==> config.mk <==
export PLATFORM = sky130hd
export DESIGN_NAME = transient_holdoff_scheduler_flat
export DESIGN_NICKNAME = d
export VERILOG_FILES = /design/src/rtl/transient_holdoff_scheduler_if.sv /design/src/rtl/transient_holdoff_scheduler.sv /design/src/flat_wrapper.sv
export SDC_FILE = /design/constraint.sdc
export NUM_CORES = 1
export LEC_CHECK = 0
export ABC_AREA = 1
export ABC_CLOCK_PERIOD_IN_PS = 2800
export BUFFER_PORTS_ARGS = -buffer_cell sky130_fd_sc_hd__buf_2
export CAP_MARGIN = 20
export CORE_ASPECT_RATIO = 0.7
export CORE_UTILIZATION = 54
export CTS_BUF_LIST = sky130_fd_sc_hd__clkbuf_16
export DETAILED_ROUTE_END_ITERATION = 7
export HOLD_SLACK_MARGIN = 0.15
export PLACE_DENSITY = 0.77
export SYNTH_ARGS = -nofsm -noshare
export SYNTH_HDL_FRONTEND = slang
export SYNTH_SLANG_ARGS = --single-unit
==> constraint.sdc <==
create_clock -name clk -period 2.8 [get_ports clk]
set_input_delay 0.56 -clock clk [delete_from_list [all_inputs] [get_ports clk]]
set_output_delay 0.56 -clock clk [all_outputs]
set_load 0.01 [all_outputs]
==> src/rtl/transient_holdoff_scheduler_if.sv <==
// transient_holdoff_scheduler_if: sense/config inputs and holdoff status outputs of the scheduler
interface transient_holdoff_scheduler_if #(parameter int NCH = 8);
  logic                   ena;
  logic [NCH-1:0]         sense_in;
  logic [3:0]             delay_sel;
  logic                   clear_pending;
  logic                   active_valid;
  logic [$clog2(NCH)-1:0] active_ch;
  logic [NCH-1:0]         active_mask;
  logic [NCH-1:0]         pending;
  logic                   overrun;
  modport master (
    output ena, sense_in, delay_sel, clear_pending,
    input  active_valid, active_ch, active_mask, pending, overrun
  );
  modport slave (
    input  ena, sense_in, delay_sel, clear_pending,
    output active_valid, active_ch, active_mask, pending, overrun
  );
endinterface

==> src/rtl/transient_holdoff_scheduler.sv <==
// transient_holdoff_scheduler: round-robin sharing of one holdoff down-counter among NCH sensed lines
module transient_holdoff_scheduler #(
  parameter int NCH  = 8,
  parameter int STEP = 10000,
  parameter int CW   = 18
) (
  input logic clk,
  input logic reset,
  transient_holdoff_scheduler_if.slave bus
);
  localparam int AW = $clog2(NCH);
  typedef enum logic {IDLE, HOLD} state_t;
  state_t          state_q, state_d;
  logic [CW-1:0]   cnt_q, cnt_d;
  logic [AW-1:0]   last_q, last_d;
  logic [AW-1:0]   ch_q, ch_d;
  logic            valid_q, valid_d;
  logic [NCH-1:0]  pend_q, pend_d;
  logic            ovr_q, ovr_d;
  logic [NCH-1:0]  sense_q;
  logic            primed_q;
  logic [NCH-1:0]  chg;
  logic [NCH-1:0]  grant_mask;
  logic [AW-1:0]   grant_idx;
  logic            grant_hit;
  assign chg = (primed_q && bus.ena) ? (bus.sense_in ^ sense_q) : '0;
  // Round-robin pick: first pending channel strictly after the last one served, wrapping
  always_comb begin
    logic [AW-1:0] k;
    grant_idx = '0;
    grant_hit = 1'b0;
    k = '0;
    for (int i = 1; i <= NCH; i++) begin
      k = last_q + AW'(i);
      if (!grant_hit && pend_q[k]) begin
        grant_hit = 1'b1;
        grant_idx = k;
      end
    end
  end
  // State register; the first cycle after reset only primes the edge detector
  always_ff @(posedge clk) begin
    if (reset) begin
      state_q  <= IDLE;
      cnt_q    <= '0;
      last_q   <= AW'(NCH - 1);
      ch_q     <= '0;
      valid_q  <= 1'b0;
      pend_q   <= '0;
      ovr_q    <= 1'b0;
      sense_q  <= '0;
      primed_q <= 1'b0;
    end else begin
      state_q  <= state_d;
      cnt_q    <= cnt_d;
      last_q   <= last_d;
      ch_q     <= ch_d;
      valid_q  <= valid_d;
      pend_q   <= pend_d;
      ovr_q    <= ovr_d;
      sense_q  <= bus.sense_in;
      primed_q <= 1'b1;
    end
  end
  // Next state: grant from IDLE loads the timer; HOLD counts down to 0 inclusive, then releases
  always_comb begin
    state_d    = state_q;
    cnt_d      = cnt_q;
    last_d     = last_q;
    ch_d       = ch_q;
    valid_d    = valid_q;
    grant_mask = '0;
    if (state_q == IDLE) begin
      if (grant_hit) begin
        state_d    = HOLD;
        ch_d       = grant_idx;
        valid_d    = 1'b1;
        cnt_d      = CW'(bus.delay_sel) * CW'(STEP);
        grant_mask = NCH'(1) << grant_idx;
      end
    end else if (cnt_q == '0) begin
      state_d = IDLE;
      valid_d = 1'b0;
      last_d  = ch_q;
    end else begin
      cnt_d = cnt_q - 1'b1;
    end
    pend_d = bus.clear_pending ? '0 : ((pend_q & ~grant_mask) | chg);
    ovr_d  = bus.clear_pending ? 1'b0 : (ovr_q | (|(chg & pend_q)));
  end
  // Outputs straight from registers; mask is gated by valid
  always_comb begin
    bus.active_valid = valid_q;
    bus.active_ch    = ch_q;
    bus.active_mask  = valid_q ? (NCH'(1) << ch_q) : '0;
    bus.pending      = pend_q;
    bus.overrun      = ovr_q;
  end
endmodule

==> src/flat_wrapper.sv <==
// flat-port wrapper written by rule: the top's interface ports become plain ports
module transient_holdoff_scheduler_flat 
#(
  parameter int NCH  = 8,
  parameter int STEP = 10000,
  parameter int CW   = 18
)
  (clk, reset, bus_ena, bus_sense_in, bus_delay_sel, bus_clear_pending, bus_active_valid, bus_active_ch, bus_active_mask, bus_pending, bus_overrun);
  transient_holdoff_scheduler_if #(.NCH(NCH)) bus_i ();
  input logic clk;
  input logic reset;
  input wire logic [$bits(bus_i.ena)-1:0] bus_ena;
  input wire logic [$bits(bus_i.sense_in)-1:0] bus_sense_in;
  input wire logic [$bits(bus_i.delay_sel)-1:0] bus_delay_sel;
  input wire logic [$bits(bus_i.clear_pending)-1:0] bus_clear_pending;
  output wire logic [$bits(bus_i.active_valid)-1:0] bus_active_valid;
  output wire logic [$bits(bus_i.active_ch)-1:0] bus_active_ch;
  output wire logic [$bits(bus_i.active_mask)-1:0] bus_active_mask;
  output wire logic [$bits(bus_i.pending)-1:0] bus_pending;
  output wire logic [$bits(bus_i.overrun)-1:0] bus_overrun;
  assign bus_i.ena = bus_ena;
  assign bus_i.sense_in = bus_sense_in;
  assign bus_i.delay_sel = bus_delay_sel;
  assign bus_i.clear_pending = bus_clear_pending;
  assign bus_active_valid = bus_i.active_valid;
  assign bus_active_ch = bus_i.active_ch;
  assign bus_active_mask = bus_i.active_mask;
  assign bus_pending = bus_i.pending;
  assign bus_overrun = bus_i.overrun;
  transient_holdoff_scheduler #(.NCH(NCH), .STEP(STEP), .CW(CW)) u_core (.clk(clk), .reset(reset), .bus(bus_i));
endmodule
==> impl_metrics.json <==
{
  "cpPeakStageDelay_ps": 510,
  "drc": 0,
  "setup_viol": 0,
  "drv_cap": 0,
  "async_reset_ff_share_pct": 0,
  "cts.sink_count": 44,
  "netlist_top_cells_count": "111 x nand2_1, 68 x nor2_1, 67 x inv_1, 53 x nand3_1, 44 x dfxtp_1",
  "synth_area_leaders": "dfxtp_1 26%, nand2_1 12%, nand3_1 7.9%",
  "grt_start_max_net_pins": 20,
  "die_h_um": 67.8,
  "worst_pin_slew_ps": 549,
  "clk_pin_slew_ps": 60,
  "final_max_slew_viol_count": 0,
  "dpl.hpwl_mm": 6.41,
  "cts-root-buf": "clkbuf_16",
  "avgViaCountPerCell": 5.47,
  "rrSetupSlack_ps": 190,
  "critPathLaunchType": "input pin",
  "total_power_uw": 3430,
  "timing.rr.end": "u_core.cnt_q[15]",
  "wl_per_cell_um": 13.3,
  "worst_setup_path_end_kind": "flip-flop",
  "dpl_cell_area_mm2": 0.00364,
  "register_area_um2": 881,
  "synth-seq-area-share_pct": 26.4,
  "wl_mm": 8.46,
  "relSlewSlack_pct": 63.3,
  "yosys.area.top_type": "dfxtp_1",
  "antenna_found_initial": 0,
  "htree_num_levels": 2,
  "reg2reg_depth": 17,
  "start_util_pct": 57.2,
  "die-area_mm2": 0.00651,
  "gp_congestion": 0.896,
  "die_width_um": 96.0,
  "hold_class": "flip-flop to flip-flop",
  "crit_chain": "buf_2 > fa_1 > ha_4 > ha_1 > a21oi_1 > inv_1 > a31oi_1 > nor2_1 > o21ai_1 > nand2_1 > xor2_1 > nand2_1 > o211ai_1 > o21ai_1",
  "io_pins": 37,
  "p_leak_uw": 0.00195,
  "r2r_start": "u_core.last_q[0]",
  "globalRouteTotalUtil_pct": 27.1,
  "fillers": 524,
  "fp-row-count": 23,
  "multiInputGateArea_mm2": 0.00216,
  "grt_pass1_wl_mm": 13.5,
  "clockBufferDepth": 2,
  "port_buffers": 36,
  "finish.utilization_pct": 66.5,
  "clk_latency_ps": 290,
  "ys_types": 40,
  "finalHoldViolCount": 0,
  "skew_ps": 3.89,
  "hold_end": "u_core.cnt_q[0]",
  "postRouteAntennaNets": 0,
  "clock.fmax_mhz": 373,
  "core_region_area_mm2": 0.00584,
  "syn_avg_cell_area_um2": 6.47,
  "diodes": 0,
  "cpMaxStageDelayCell": "fa_1",
  "worst_hold_slack_ps": 486,
  "crit_fanout": 3,
  "syn_nets": 552,
  "fin_crit_sh_pct": 95.7,
  "powerDensity_mw_per_mm2": 882,
  "hold_depth": 1,
  "synth-seq-cells": 44,
  "cts_tree": "done",
  "synthCells": 516,
  "synth_edf_count": 0,
  "cp.arrival_ps": 2840,
  "drtIter0Drc": 275,
  "synth_area_mm2": 0.00334,
  "status": "finished, final reports clean",
  "final_net_count": 598,
  "yosys_warnings": 0,
  "synth_top_area_share_pct": 26.4,
  "num_vias": 3488,
  "dr.pass1.iters": 5,
  "grt_pass1_vias": 2844,
  "post-synth-top-count-cell": "nand2_1",
  "combPwrFrac_pct": 54.0,
  "seqPwrFrac_pct": 26.4,
  "cp.required_ps": 2970,
  "p_switching_uw": 1580,
  "synthFlopType": "dfxtp_1",
  "clkPwrFrac_pct": 19.6,
  "fin_area_mm2": 0.00389,
  "internal-power_uw": 1850,
  "ir_worst_vdd_uv": 403,
  "path_class": "input pin to flip-flop",
  "grt_remaining_overflow": 0,
  "fin_crit_ps": 2680,
  "switching_share_pct": 46.1,
  "layout-drive-gt1-share_pct": 17.6,
  "area_delta_synth_final_pct": 16.4,
  "numCtsBuffers": 5,
  "min-delay-start": "u_core.cnt_q[0]"
}
cells in the final DEF (no fill, tap or decap), drive strengths merged, types with 4 or more instances in the layout:
cell type	instances
or2	4
nand4	9
clkbuf	5
inv	71
o22ai	5
dfxtp	44
ha	17
nor2	70
nor3	10
o21ai	27
nand3	57
a21oi	29
nand2	119
a31oi	9
buf	54
o211ai	4
xor2	9
routing by layer:
layer | routed length, µm | track usage (%)
met2 | 3440 | 38.9
met1 | 4260 | 40.8
met3 | 685 | 5.29
met4 | 72 | 7.09
met5 | 0 | 0
power by group through the flow:
stage | combinational [µW] | clock (µW) | sequential, µW
global placement | 1640 | 0 | 904
CTS | 1710 | 680 | 898
global route | 2070 | 711 | 924
detailed placement | 1680 | 0 | 911
finish | 1850 | 673 | 904
floorplan | 1360 | 0 | 892
kinds of logic (layout without fill, tap and decap cells):
logic type / count (synthesis) / count (layout) / synth area share, %
simple gates: 272 / 272 / 37.2
compound gates: 83 / 83 / 14.6
buf+inv: 86 / 133 / 10.7
fa+ha+maj: 20 / 20 / 8.17
xor+xnor: 11 / 11 / 2.89
flops: 44 / 44 / 26.4
metrics by stage:
| stage | TNS, ps | std cells | setup slack [ps] |
|---|---|---|---|
| after floorplan | 0 | 516 | 10.8 |
| after detailed placement | -390 | 627 | -255 |
| after CTS | 0 | 635 | 11.2 |
| after global placement | -234 | 627 | -189 |
| after global routing | -23.8 | 638 | -16.6 |
| final | 0 | 638 | 121 |
cell type report:
type,instances,share of cell area (%)
Inverter,71,6.98
Tap cell,75,2.41
Clock inverter,3,1.09
Multi-Input combinational cell,386,55.5
Clock buffer,5,3.22
Sequential cell,44,22.7
Timing Repair Buffer,54,8.11
what timing repair did:
action                                  in CTS  in global routing
endpoints found under the setup margin       1                 18
gates resized for setup                      1                 14
hold buffers                                 0                  0
buffers inserted                             0                  3
pin swaps                                    0                  4
endpoints found under the hold margin        0                  0
critical path, delay by kind of cell:
kind | cells | cell delay [ps]
compound gates | 5 | 690
xor+xnor | 1 | 150
buf+inv | 2 | 170
fa+ha+maj | 3 | 1020
simple gates | 3 | 240
flip-flops by register name, indices dropped and copies added (netlist names):
name / cells
u_core.state_q: 1
u_core.bus.pending: 8
u_core.last_q: 3
u_core.primed_q: 1
u_core.sense_q: 8
u_core.bus.overrun: 1
u_core.bus.active_ch: 3
u_core.cnt_q: 18
u_core.bus.active_valid: 1
worst max path at each step:
stage	startpoint	cells past startpoint	slack, ps	endpoint
after floorplan	bus_delay_sel[1]	12	10	u_core.cnt_q[16]
after global routing	bus_delay_sel[3]	14	-20	u_core.cnt_q[15]
after global placement	bus_delay_sel[1]	13	-190	u_core.cnt_q[16]
final	bus_delay_sel[3]	14	120	u_core.cnt_q[15]
after detailed placement	bus_delay_sel[1]	13	-250	u_core.cnt_q[16]
after CTS	u_core.last_q[0]	16	10	u_core.cnt_q[15]
No activity file was read; power rests on OpenSTA's default activity.
